File: config.mk
export PLATFORM = sky130hd
export DESIGN_NAME = sd_photo_loader
export DESIGN_NICKNAME = d
export VERILOG_FILES = /design/src/rtl/sd_photo_loader.sv
export SDC_FILE = /design/constraint.sdc
export NUM_CORES = 1
export LEC_CHECK = 0
export ABC_CLOCK_PERIOD_IN_PS = 3200
export BUFFER_PORTS_ARGS = -buffer_cell sky130_fd_sc_hd__buf_2
export CAP_MARGIN = 20
export CORE_UTILIZATION = 51
export DETAILED_ROUTE_END_ITERATION = 7
export PLACE_DENSITY_LB_ADDON = 0.1
export SLEW_MARGIN = 25
export SYNTH_ARGS = -nofsm -noshare
export SYNTH_HDL_FRONTEND = slang
export SYNTH_SLANG_ARGS = --single-unit
export TNS_END_PERCENT = 5
File: constraint.sdc
create_clock -name clk -period 3.2 [get_ports clk]
set_input_delay 0.32 -clock clk [delete_from_list [all_inputs] [get_ports clk]]
set_output_delay 0.32 -clock clk [all_outputs]
set_load 0.02 [all_outputs]
File: src/rtl/sd_photo_loader.sv
// Streams raw RGB888 sectors from the SD read port, repacks them to RGB565 and
// writes them to SDRAM; one image per load_start, chosen by pic_sel.
module sd_photo_loader #(
  parameter logic [31:0] PIC0_SEC = 32'd8000,
  parameter logic [31:0] PIC1_SEC = 32'd16000
) (
  input  logic        clk,
  input  logic        rst_n,
  input  logic [23:0] sdram_max_addr,
  input  logic [15:0] sd_sec_num,
  input  logic        load_start,
  input  logic        pic_sel,
  input  logic        sd_rd_busy,
  input  logic        sd_rd_val_en,
  input  logic [15:0] sd_rd_val_data,
  output logic        sd_rd_start_en,
  output logic [31:0] sd_rd_sec_addr,
  output logic        sdram_wr_en,
  output logic [15:0] sdram_wr_data,
  output logic        load_busy,
  output logic        load_done
);

  typedef enum logic [2:0] {IDLE, REQ, WAIT_HI, WAIT_LO, DONE} state_t;

  state_t      state, state_nxt;
  logic [23:0] max_q, pix_cnt;
  logic [15:0] sec_num_q, sec_cnt, sec_inc;
  logic [31:0] base_q;
  logic [1:0]  phase;
  logic [15:0] held;
  logic        accept, sec_end;

  assign accept  = (state == IDLE) && load_start;
  assign sec_inc = sec_cnt + 16'd1;
  assign sec_end = (state == WAIT_LO) && !sd_rd_busy;

  always_ff @(posedge clk or negedge rst_n) begin
    if (!rst_n) state <= IDLE;
    else        state <= state_nxt;
  end

  // A zero sector count still passes through REQ, but issues no request there.
  always_comb begin
    state_nxt = state;
    case (state)
      IDLE:    if (load_start) state_nxt = REQ;
      REQ:     state_nxt = (sec_num_q == 16'd0) ? DONE : WAIT_HI;
      WAIT_HI: if (sd_rd_busy) state_nxt = WAIT_LO;
      WAIT_LO: if (!sd_rd_busy) state_nxt = (sec_inc == sec_num_q) ? DONE : REQ;
      DONE:    state_nxt = IDLE;
      default: state_nxt = IDLE;
    endcase
  end

  assign sd_rd_start_en = (state == REQ) && (sec_num_q != 16'd0);
  assign load_busy      = (state != IDLE);
  assign load_done      = (state == DONE);

  always_ff @(posedge clk or negedge rst_n) begin
    if (!rst_n) begin
      max_q          <= '0;
      sec_num_q      <= '0;
      base_q         <= '0;
      sec_cnt        <= '0;
      sd_rd_sec_addr <= '0;
    end else if (accept) begin
      max_q     <= sdram_max_addr;
      sec_num_q <= sd_sec_num;
      base_q    <= pic_sel ? PIC1_SEC : PIC0_SEC;
      sec_cnt   <= '0;
      if (sd_sec_num != 16'd0) sd_rd_sec_addr <= pic_sel ? PIC1_SEC : PIC0_SEC;
    end else if (sec_end) begin
      sec_cnt <= sec_inc;
      if (sec_inc != sec_num_q) sd_rd_sec_addr <= base_q + {16'd0, sec_inc};
    end
  end

  // Three words carry two pixels; the phase runs continuously across sectors.
  always_ff @(posedge clk or negedge rst_n) begin
    if (!rst_n) begin
      phase         <= '0;
      held          <= '0;
      pix_cnt       <= '0;
      sdram_wr_en   <= 1'b0;
      sdram_wr_data <= '0;
    end else begin
      sdram_wr_en <= 1'b0;
      if (accept) begin
        phase   <= '0;
        pix_cnt <= '0;
      end else if ((state != IDLE) && sd_rd_val_en) begin
        case (phase)
          2'd0: begin
            held  <= sd_rd_val_data;
            phase <= 2'd1;
          end
          2'd1: begin
            held  <= {8'h00, sd_rd_val_data[7:0]};
            phase <= 2'd2;
            if (pix_cnt != max_q) begin
              sdram_wr_en   <= 1'b1;
              sdram_wr_data <= {held[15:11], held[7:2], sd_rd_val_data[15:11]};
              pix_cnt       <= pix_cnt + 24'd1;
            end
          end
          default: begin
            phase <= 2'd0;
            if (pix_cnt != max_q) begin
              sdram_wr_en   <= 1'b1;
              sdram_wr_data <= {held[7:3], sd_rd_val_data[15:10], sd_rd_val_data[7:3]};
              pix_cnt       <= pix_cnt + 24'd1;
            end
          end
        endcase
      end
    end
  end

endmodule

After elaboration in Yosys (flattened, before gate mapping):

Index checks and enable logic that the tools add are counted.

* output and inout port bits: 52
* register bits after elaboration: 182
* latch bits: 0
* memory bits (writable): 0
* word-level logic and storage cells: 78
* memory bits (read-only): 0
* memories kept: 0
* input port bits: 62

* reductions and logical operators: 21
* multiplexer cells: 28
* shifts and indexed selects: 0
* multiply operators: 0
* magnitude comparators: 0
* add/sub/neg operators: 3
* bitwise logic cells: 2
* eq/ne operators: 13
* divide/modulo/power cells: 0

Operators by type and width (number)
* 2-to-1 mux 32 bit: 4
* 2-to-1 mux 24 bit: 4
* 2-to-1 mux 16 bit: 4
* one-hot mux 16 bit (2 select lines): 2
* adder 32 x 16 -> 32 bit: 1
* nonzero test 16 bit: 2
* adder 24 x 1 -> 24 bit (second input constant): 1
* inequality test 24 bit: 1
* adder 16 x 1 -> 16 bit (second input constant): 1
* == test 16 bit: 1
* logical NOT 16 bit: 1
* inequality test 16 bit: 1
* 2-to-1 mux 3 bit: 5
* 2-to-1 mux 14 bit: 1
* one-hot mux 3 bit (4 select lines): 1
* AND reduction 3 bit: 4
* nonzero test 2 bit: 5
* inequality test 2 bit (second input constant): 4
* == test 3 x 2 -> 1 bit (second input constant): 2
* logical AND 1 bit: 4
* 2-to-1 mux 1 bit: 4
* 2-to-1 mux 2 bit: 2
* one-hot mux 2 bit (2 select lines): 1
* AND reduction 4 bit: 1
* 9 further kinds: 10

Depth between registers and ports, before layout:

Gate-level depths: netlist of the first run.

* depth after elaboration: 5
* depth in mapped cells: 15
* depth with buffers taken out: 14

Least setup slack after synthesis of the first run:

Ideal clock, no wire load.

* path type: register -> register
* from: register sec_cnt[8]
* to: register sd_rd_sec_addr[13]
* required time: 3.075 ns
* library setup time: 0.125 ns
* cell stages (with the launch flop): 10
* clock period less this slack: 3.053 ns
* arrival time: 2.928 ns
* path slack: 0.147 ns
* path buffers: 1
* cell sequence: dfrtp_1 clkbuf_1 nand4_1 or4_1 xnor2_1 xor2_1 or4b_4 o31ai_4 nand2_4 mux2_4

* longest elaborated chain between the ends: 5
* elaborated cells on any way between the ends: 8
* classes of those cells: add/sub (2); eq/ne (1); mux (3); reduce/logical (2)

RTL lines
* start: declaration: line 28 `logic [15:0] sec_num_q, sec_cnt, sec_inc;`
* start signal: assignment: line 74 `sec_cnt <= sec_inc;`
* adder 16 x 1 -> 16 bit (*): line 35 `assign sec_inc = sec_cnt + 16'd1;`
* adder 32 x 16 -> 32 bit: line 75 `if (sec_inc != sec_num_q) sd_rd_sec_addr <= base_q + {16'd0, sec_inc};`
* 2-to-1 mux 32 bit: line 75
* 2-to-1 mux 32 bit: line 73 `end else if (sec_end) begin`
* 2-to-1 mux 32 bit: line 67 `end else if (accept) begin`
* end signal: assignment: line 72 `if (sd_sec_num != 16'd0) sd_rd_sec_addr <= pic_sel ? PIC1_SEC : PIC0_SEC;`
* end signal: assignment: line 75
* end: declaration: line 17 `output logic [31:0] sd_rd_sec_addr,`

Mark *: on every way between the ends. The rest lies on a longest branch, timed or not. The select of a mux whose other input is x is not followed.
A chain may end at the register's enable or synchronous reset.

Final worst setup path of the first run:

* from: register sec_cnt[1]
* to: register state[2]

* longest elaborated chain between the ends: 5

RTL lines
* adder 16 x 1 -> 16 bit: line 35
* == test 16 bit: line 50 `WAIT_LO: if (!sd_rd_busy) state_nxt = (sec_inc == sec_num_q) ? DONE : REQ;`
* 2-to-1 mux 3 bit (2 in a row): line 50
* one-hot mux 3 bit (4 select lines): line 46 `case (state)`
* end signal: assignment: line 40 `else state <= state_nxt;`
* end: declaration: line 26 `state_t state, state_nxt;`

No other way between the ends. The select of a mux whose other input is x is not followed.

==> results of run 1 <==
## final cells by class
| class | instances | area, um^2 |
|---|---|---|
| Timing Repair Buffer | 126 | 729.5 |
| Inverter | 9 | 33.78 |
| Sequential cell | 133 | 3333 |
| Tap cell | 176 | 220.2 |
| Fill cell | 1140 | 4987 |
| Clock buffer | 20 | 456.7 |
| Clock inverter | 11 | 101.3 |
| Multi-Input combinational cell | 596 | 3486 |
## metal layers
layer / wire (um) / GRT usage / vias up
met5: 0 / 0 / -
met4: 302 / 0.08750 / 0
met3: 793 / 0.04502 / 28
met2: 7499 / 0.3917 / 166
met1: 7658 / 0.3369 / 2759
li1: - / - / 2825
## cells by family (layout without fill, tap and decap cells)
family | count (synthesis) | in the layout
multiplexers | 27 | 27
AND/OR/NAND/NOR | 342 | 342
buffers and inverters | 61 | 166
other | 1 | 15
flip-flops | 133 | 133
adder cells (fa/ha/maj) | 12 | 12
XOR/XNOR | 77 | 77
AO/OA/AOI/OAI | 123 | 123
## power by group
group          leakage, nW  switching [W]  internal, W
combinational         2.24        0.00133     0.000854
clock                0.265       0.000732      0.00110
sequential            1.70       0.000462      0.00220
## metrics by stage
stage	instance area [um^2]	hold slack [ns]	cells	TNS [ns]
3_3_place_gp	7765	0.4557	1040	0
3_5_place_dp	7765	0.4679	1040	0
6_report	8361	0.03926	1071	0
4_1_cts	8323	0.06970	1071	0
5_1_grt	8361	0.09100	1071	-0.006136
2_1_floorplan	7078	0.02441	790	0
## cell usage in the layout, fill, tap and decap left out, drive strengths merged, types with 5 or more instances in the layout
cell type,Yosys,final
nand2,191,191
dfrtp,133,133
buf,24,126
o21ai,69,69
xor2,53,53
nor2,48,48
nand3,34,34
a21oi,26,26
xnor2,24,24
clkbuf,28,20
nor4,18,18
mux2i,18,18
conb,1,15
ha,11,11
inv,9,11
nand4,9,9
mux2,9,9
nor3,7,7
o31ai,7,7
and3,6,6
or3,5,5
a211oi,5,5
nor2b,5,5
nand2b,5,5
## worst max-delay path: stages (launching register included)
cell and delay [ns]:
dfrtp_1 0.39, ha_1 0.21, nand2_2 0.11, or4_1 0.47, xnor2_1 0.32, xor2_1 0.12
or4b_4 0.52, or3_1 0.36, o21ai_0 0.17, nor4b_1 0.25
## sequential cells by signal, indices dropped and copies added (netlist names)
signal	cells
state	3
sdram_wr_en	1
base_q	3
sd_rd_sec_addr	17
sec_cnt	16
pix_cnt	24
phase	2
sdram_wr_data	16
held	11
sec_num_q	16
max_q	24
## worst paths after layout
| path | endpoint | slack [ns] | cells after the start |
|---|---|---|---|
| worst max-delay path | state[2] | 0.17 | 9 |
| worst max register to register | state[2] | 0.17 | 9 |
| worst min-delay path | sd_rd_sec_addr[4] | 0.04 | 1 |
| max in group asynchronous | state[1] | 2.38 | 2 |
| min in group clk | max_q[8] | 0.09 | 3 |
| worst min register to register | sdram_wr_data[4] | 0.47 | 2 |
==> qor.log, run 1 <==
INFO  outcome        run_status=finished, final reports clean
INFO  synth          ys_seq_elements=133
INFO  critical_path  worst-setup-path-type=reg -> reg
INFO  cts            cts_max_level=4
INFO  synth          synth_top_cell_area_share=0.4737
INFO  floorplanning  fp.dieH=119.4um
INFO  timing         slew-limit-headroom=0.3070
INFO  timing         timing.final.setup_violations=0
INFO  synth          asyncSetResetFlopFracSynth=1.000
INFO  cts            holdBufCountCts=0
INFO  cts            insertion_delay=0.42ns
INFO  power_and_ir_drop ir_drop=511.7uV
INFO  synth          basic_gate_share_of_the_synthesized_area_counting_and_or_nand_and_nor_cells=0.2215
INFO  detailed_routing via_per_inst=5.395
INFO  grt            vias_in_the_first_global_route=5705
INFO  cts            tritoncts_clock_tree=built
INFO  critical_path  required_time_worst_endpoint=3.51ns
INFO  floorplanning  die_w=119.4um
INFO  critical_path  critical_path.startpoint=sec_cnt[1]
INFO  placement      gp_congestion=0.8888
INFO  synth          compound_gate_portion_of_the_synthesized_area=0.1008
INFO  placement      place_ws=0.05896ns
INFO  detailed_routing post_drt_wl_per_cell=15.18um
INFO  critical_path  critPathArrivalTime=3.34ns
INFO  cts            cts-root-to-sink-buffers=2
INFO  timing         clock-skew-final=0.007658ns
INFO  critical_path  worstSetupStartpointType=register
INFO  synth          synth.yosys.seq_area_share=0.4737
INFO  grt            grtUsageTotal=0.2459
INFO  run            number_of_max_cap_violations=0
INFO  synth          post_synth_mux_area_share=0.04167
INFO  synth          synth.lib_cells_used.distinct=55
INFO  grt            grt_max_degree=72
INFO  detailed_routing detailedRoute.firstIterationViolations=339
INFO  power_and_ir_drop cellLeakagePower=4.208nW
INFO  final_layout   diodes=0
INFO  synth          synthXorXnorAreaFrac=0.09599
INFO  timing         final_critical_path_setup_slack=0.1716ns
INFO  critical_path  worstPathMaxFanout=7
INFO  timing         final_min_period_over_clock_period=0.9464
INFO  power_and_ir_drop power_density=799.5mW/mm^2
INFO  detailed_routing firstDrtPassIters=5
INFO  detailed_routing detail_route.drc_violations=0
INFO  synth          synth-adder-area-share=0.02244
INFO  final_layout   final_core_util=0.6264
INFO  cts            clock_tree.root_cell=clkbuf_16
INFO  detailed_routing drtAntennaViolNets=0
INFO  final_layout   post_route_cells_drive_above_1_share=0.2078
INFO  timing         worst_pin_slew=1.036ns
INFO  final_layout   layout-area-overhead-vs-synth=19.00%
INFO  synth          synth.largest_area_cell=dfrtp_1
INFO  floorplanning  num_rows=42
INFO  synth          most_common_library_cells_after_synthesis=nand2_1, dfrtp_1, o21ai_0
INFO  cts            numClockSinks=133
INFO  floorplanning  floorplan.die_area=0.01425mm^2
INFO  cts            post_cts_setup_buffer_count=0
INFO  critical_path  critPathCaptureType=register
INFO  cts            ctsResizeCount=0
INFO  cts            cts.clk_slew.worst_paths=0.06ns
INFO  grt            antenna_violations_before_repair=0
INFO  detailed_routing routed_wl=16250um
INFO  worst_hold_path timing.hold.worst.class=in -> async
INFO  synth          avgSynthCellArea=9.053um^2
INFO  timing         finalWorstPathRequiredPeriod=3.028ns
INFO  timing         achievable-frequency=0.3302GHz
INFO  synth          ys.flop_type=dfrtp_1
INFO  grt            globalRoute.totalOverflow=0
INFO  synth          combinational_family_with_the_most_area_after_synthesis=simple AND/OR/NAND/NOR gates
INFO  detailed_routing vias=5778
INFO  synth          yosys-top-cells-area=dfrtp_1, nand2_1, xor2_1
INFO  synth          synthesis.instances=776
INFO  critical_path  worstReg2RegStart=sec_cnt[1]
INFO  synth          cell_with_the_most_instances_after_synthesis=nand2_1
INFO  floorplanning  start_util=0.5263
INFO  placement      io_buffers=94
INFO  floorplanning  floorplan.io_pins=114
INFO  synth          synth.yosys.warnings=0
INFO  grt            grt_first_pass_wirelength=27530um
INFO  final_layout   final_net_count=957
INFO  synth          synth_enable_flop_cells=0
INFO  cts            numCtsBuffers=17
INFO  synth          mappedNetlistArea=0.007025mm^2
INFO  power_and_ir_drop totalPowerFinal=0.006684W
INFO  timing         maxSlewViolCount=0
INFO  placement      hpwl=11560um
INFO  timing         rsz0062_at_grt=true
INFO  timing         finalHoldViolations=0
INFO  floorplanning  design.core.area=0.01335mm^2
No activity file was read; power rests on OpenSTA's default activity.
==> run 2: changes to the inputs <==
--- a/config.mk
+++ b/config.mk
@@ -5,10 +5,11 @@
 export SDC_FILE = /design/constraint.sdc
 export NUM_CORES = 1
 export LEC_CHECK = 0
+export ABC_AREA = 1
 export ABC_CLOCK_PERIOD_IN_PS = 3200
 export BUFFER_PORTS_ARGS = -buffer_cell sky130_fd_sc_hd__buf_2
 export CAP_MARGIN = 20
-export CORE_UTILIZATION = 51
+export CORE_UTILIZATION = 52
 export DETAILED_ROUTE_END_ITERATION = 7
 export PLACE_DENSITY_LB_ADDON = 0.1
 export SLEW_MARGIN = 25
==> run 2 against run 1 <==
Effect of this change: clock power up 4%; clock skew down 0.00065 ns; sequential share of layout area down 0.91 points; power up 29%; critical endpoint is now sd_rd_sec_addr[15].
==> qor.log, run 2 <==
INFO  outcome        run_status=finished, final reports clean
INFO  critical_path  crit_chain=ha_1 > nand2_1 > nor2_4 > nand2_1 > o21bai_1 > nand2_1 > ha_1 > a21o_1 > a21oi_1 > a21boi_0 > o21ai_0 > xor2_1 > nand3_1 > nand2_1
INFO  timing         clock-skew-final=0.007005ns [-0.0006534 ns]
INFO  critical_path  worstPathMaxFanout=6 [-1]
INFO  final_layout   reg.largest.list=max_q: 24 flops, pix_cnt: 24 flops, sd_rd_sec_addr: 17 flops
INFO  critical_path  critPathCaptureType=register
INFO  final_layout   final_cells=1243 [+16%]
INFO  critical_path  cp.buffers_inverters=0 [unchanged]
INFO  critical_path  worst_path_largest_cell_delay=0.40ns [-0.12 ns]
INFO  placement      dp.cells=1210 [+16%]
INFO  placement      io_buffers=94 [unchanged]
INFO  placement      place_ws=0.4976ns [+0.4386 ns]
INFO  cts            holdBufCountCts=1 [+1]
INFO  detailed_routing vias=6560 [+14%]
INFO  critical_path  crit_top_cell=nand2_1
INFO  detailed_routing drtAntennaViolNets=0 [unchanged]
INFO  detailed_routing firstDrtPassIters=7 [+2]
INFO  synth          most_common_library_cells_after_synthesis=nand2_1, dfrtp_1, nand3_1
INFO  timing         final_critical_path_setup_slack=0.4129ns [+0.2413 ns]
INFO  placement      hpwl=12730um [+10%]
INFO  cts            numCtsBuffers=17 [unchanged]
INFO  synth          ys.flop_type=dfrtp_1
INFO  critical_path  worstReg2RegStart=sec_cnt[1]
INFO  timing         achievable-frequency=0.3588GHz [+8.7%]
INFO  final_layout   diodes=0 [unchanged]
INFO  cts            ctsResizeCount=0 [unchanged]
INFO  timing         maxSlewViolCount=0 [unchanged]
INFO  synth          yosys-top-cells-area=dfrtp_1, nand2_1, nand3_1
INFO  cts            cts-root-to-sink-buffers=2 [unchanged]
INFO  final_layout   final_core_util=0.6179 [-0.008496]
INFO  critical_path  ff2ff_setup_slack=0.41ns [+0.24 ns]
INFO  cts            insertion_delay=0.43ns [about the same]
INFO  timing         worst_pin_slew=0.7782ns [-0.2576 ns]
INFO  placement      gp_congestion=0.9367 [+5.4%]
INFO  timing         fin_tns_setup=0ns [unchanged]
INFO  power_and_ir_drop totalPowerFinal=0.008594W [+29%]
INFO  synth          mappedNetlistArea=0.007358mm^2 [+4.7%]
INFO  synth          synth.largest_area_cell=dfrtp_1
INFO  floorplanning  start_util=0.5322 [+0.005829]
INFO  critical_path  critPathArrivalTime=3.15ns [-0.19 ns]
INFO  critical_path  worst-setup-path-type=reg -> reg
INFO  critical_path  worstReg2RegEnd=sd_rd_sec_addr[15]
INFO  critical_path  required_time_worst_endpoint=3.56ns [+0.05 ns]
INFO  floorplanning  floorplan.die_area=0.01463mm^2 [+2.7%]
INFO  cts            tritoncts_clock_tree=built
INFO  final_layout   most-common-layout-cells=nand2_1, dfrtp_1, buf_2
INFO  power_and_ir_drop cellLeakagePower=4.217nW [+0.22%]
INFO  final_layout   final_net_count=1124 [+17%]
INFO  synth          synth.lib_cells_used.distinct=41 [-25%]
INFO  final_layout   fillerInstances=1303 [+14%]
INFO  cts            clock_tree.root_cell=clkbuf_16
INFO  cts            cts_max_level=4 [unchanged]
INFO  synth          avgSynthCellArea=7.681um^2 [-15%]
INFO  power_and_ir_drop power_density=1006mW/mm^2 [+26%]
INFO  cts            numClockSinks=133 [unchanged]
INFO  grt            grtUsageTotal=0.2637 [+0.01779]
INFO  timing         finalHoldViolations=0 [unchanged]
INFO  final_layout   post_route_cells_drive_above_1_share=0.1515 [-0.05636]
INFO  synth          synth.yosys.warnings=0 [unchanged]
INFO  cts            cts.clk_slew.worst_paths=0.06ns [about the same]
INFO  critical_path  worstRegToRegCells=14 [+5]
INFO  worst_hold_path timing.hold.worst.class=in -> reg
INFO  grt            grt_first_pass_wirelength=30120um [+9.4%]
INFO  synth          synth.yosys.seq_area_share=0.4523 [-0.02143]
INFO  cts            post_cts_setup_buffer_count=0 [unchanged]
INFO  synth          synth_top_cell_area_share=0.4523 [-0.02143]
INFO  timing         rsz0062_at_grt=false
INFO  final_layout   layout-area-overhead-vs-synth=16.10%
INFO  timing         finalWorstPathRequiredPeriod=2.787ns [-0.2413 ns]
INFO  detailed_routing routed_wl=17720um [+9.0%]
INFO  detailed_routing via_per_inst=5.278 [-2.2%]
INFO  critical_path  critical_path.slowest_cell=dfrtp_1
INFO  timing         timing.final.setup_violations=0 [unchanged]
INFO  floorplanning  floorplan.io_pins=114 [unchanged]
INFO  critical_path  worstSetupStartpointType=register
INFO  floorplanning  fp.dieH=121.0um [+1.3%]
INFO  synth          synthesis.instances=958 [+23%]
INFO  synth          ys_seq_elements=133 [unchanged]
INFO  synth          cell_with_the_most_instances_after_synthesis=nand2_1
INFO  grt            grt_max_degree=72 [unchanged]
INFO  power_and_ir_drop ir_drop=587.9uV [+15%]
INFO  floorplanning  num_rows=43 [+2.4%]
INFO  run            number_of_max_cap_violations=0 [unchanged]
INFO  critical_path  crit_family=compound AO/OA/AOI/OAI gates
INFO  detailed_routing detail_route.drc_violations=0 [unchanged]
INFO  grt            antenna_violations_before_repair=0 [unchanged]
INFO  detailed_routing post_drt_wl_per_cell=14.25um [-6.1%]
INFO  detailed_routing detailedRoute.firstIterationViolations=537 [+58%]
INFO  grt            globalRoute.totalOverflow=0 [unchanged]
INFO  synth          asyncSetResetFlopFracSynth=1.000 [unchanged]
INFO  final_layout   final_common_cell=nand2_1
INFO  timing         final_min_period_over_clock_period=0.8710 [-0.07539]
INFO  worst_hold_path hold_start=sdram_max_addr[9]
INFO  synth          synth_enable_flop_cells=0 [unchanged]
INFO  floorplanning  design.core.area=0.01383mm^2 [+3.6%]
INFO  worst_hold_path hold_end=max_q[9]
INFO  grt            vias_in_the_first_global_route=6243 [+9.4%]
INFO  timing         slew-limit-headroom=0.4764 [+0.1695]
INFO  worst_hold_path min_delay_path_depth=3
INFO  floorplanning  die_w=121.0um [+1.3%]
-- run 2: power by group --
group	leakage [nW]	internal [W]	switching (W)
sequential	1.69	0.00241	0.000629
clock	0.279	0.00111	0.000810
combinational	2.24	0.00132	0.00231
total	4.22	0.00484	0.00375
-- run 2: how the worst max path moves through the flow --
stage	from	to	slack [ns]	cells after the start
floorplan	sec_cnt[1]	sd_rd_sec_addr[15]	0.76	14
global placement	sec_cnt[1]	sd_rd_sec_addr[15]	0.53	14
detailed placement	sec_cnt[1]	sd_rd_sec_addr[15]	0.50	14
CTS	sec_cnt[1]	sd_rd_sec_addr[15]	0.44	14
global route	sec_cnt[0]	sd_rd_sec_addr[15]	0.12	14
finish	sec_cnt[1]	sd_rd_sec_addr[15]	0.41	14
-- run 2: per-stage QoR --
stage	hold WS (ns)	area, um^2
final	0.08157	8543
after global routing	0.08369	8543
after CTS	0.07239	8543
after detailed placement	0.3671	7953
after global placement	0.3734	7953
after floorplan	0.02441	7411
-- run 2: cell families (layout without fill, tap and decap cells) --
family                   after synthesis  count (layout)  synth area share
adder cells (fa/ha/maj)               12              12           0.02142
AO/OA/AOI/OAI                        108             108           0.08196
buffers and inverters                128             219           0.07499
other                                  1              15         0.0005096
AND/OR/NAND/NOR                      532             532            0.3144
flip-flops                           133             133            0.4523
XOR/XNOR                              44              44           0.05441
-- run 2: final cells by class --
type	count	area, um^2	share of cell area
multi-input cells	711	3536	0.4139
flip-flops and latches	133	3328	0.3896
repair buffers	106	569.3	0.06664
clock buffers	18	439.2	0.05141
inverters	81	304.0	0.03559
well taps	180	225.2	0.02636
clock inverters	14	141.4	0.01655
-- run 2: routing by layer --
layer	vias to the layer above	wire length, um	global-route usage
met3	29	753	0.05592
met2	149	8604	0.4386
met1	3075	7968	0.3401
li1	3307	-	-
met4	0	391	0.09105
met5	-	0	0
-- run 2: worst register-to-register path: stages (launching register included) --
cell and delay (ns):
dfrtp_1 0.40, ha_1 0.22, nand2_1 0.10, nor2_4 0.17, nand2_1 0.12, o21bai_1 0.18, nand2_1 0.16, ha_1 0.34
a21o_1 0.20, a21oi_1 0.16, a21boi_0 0.14, o21ai_0 0.21, xor2_1 0.16, nand3_1 0.08, nand2_1 0.07
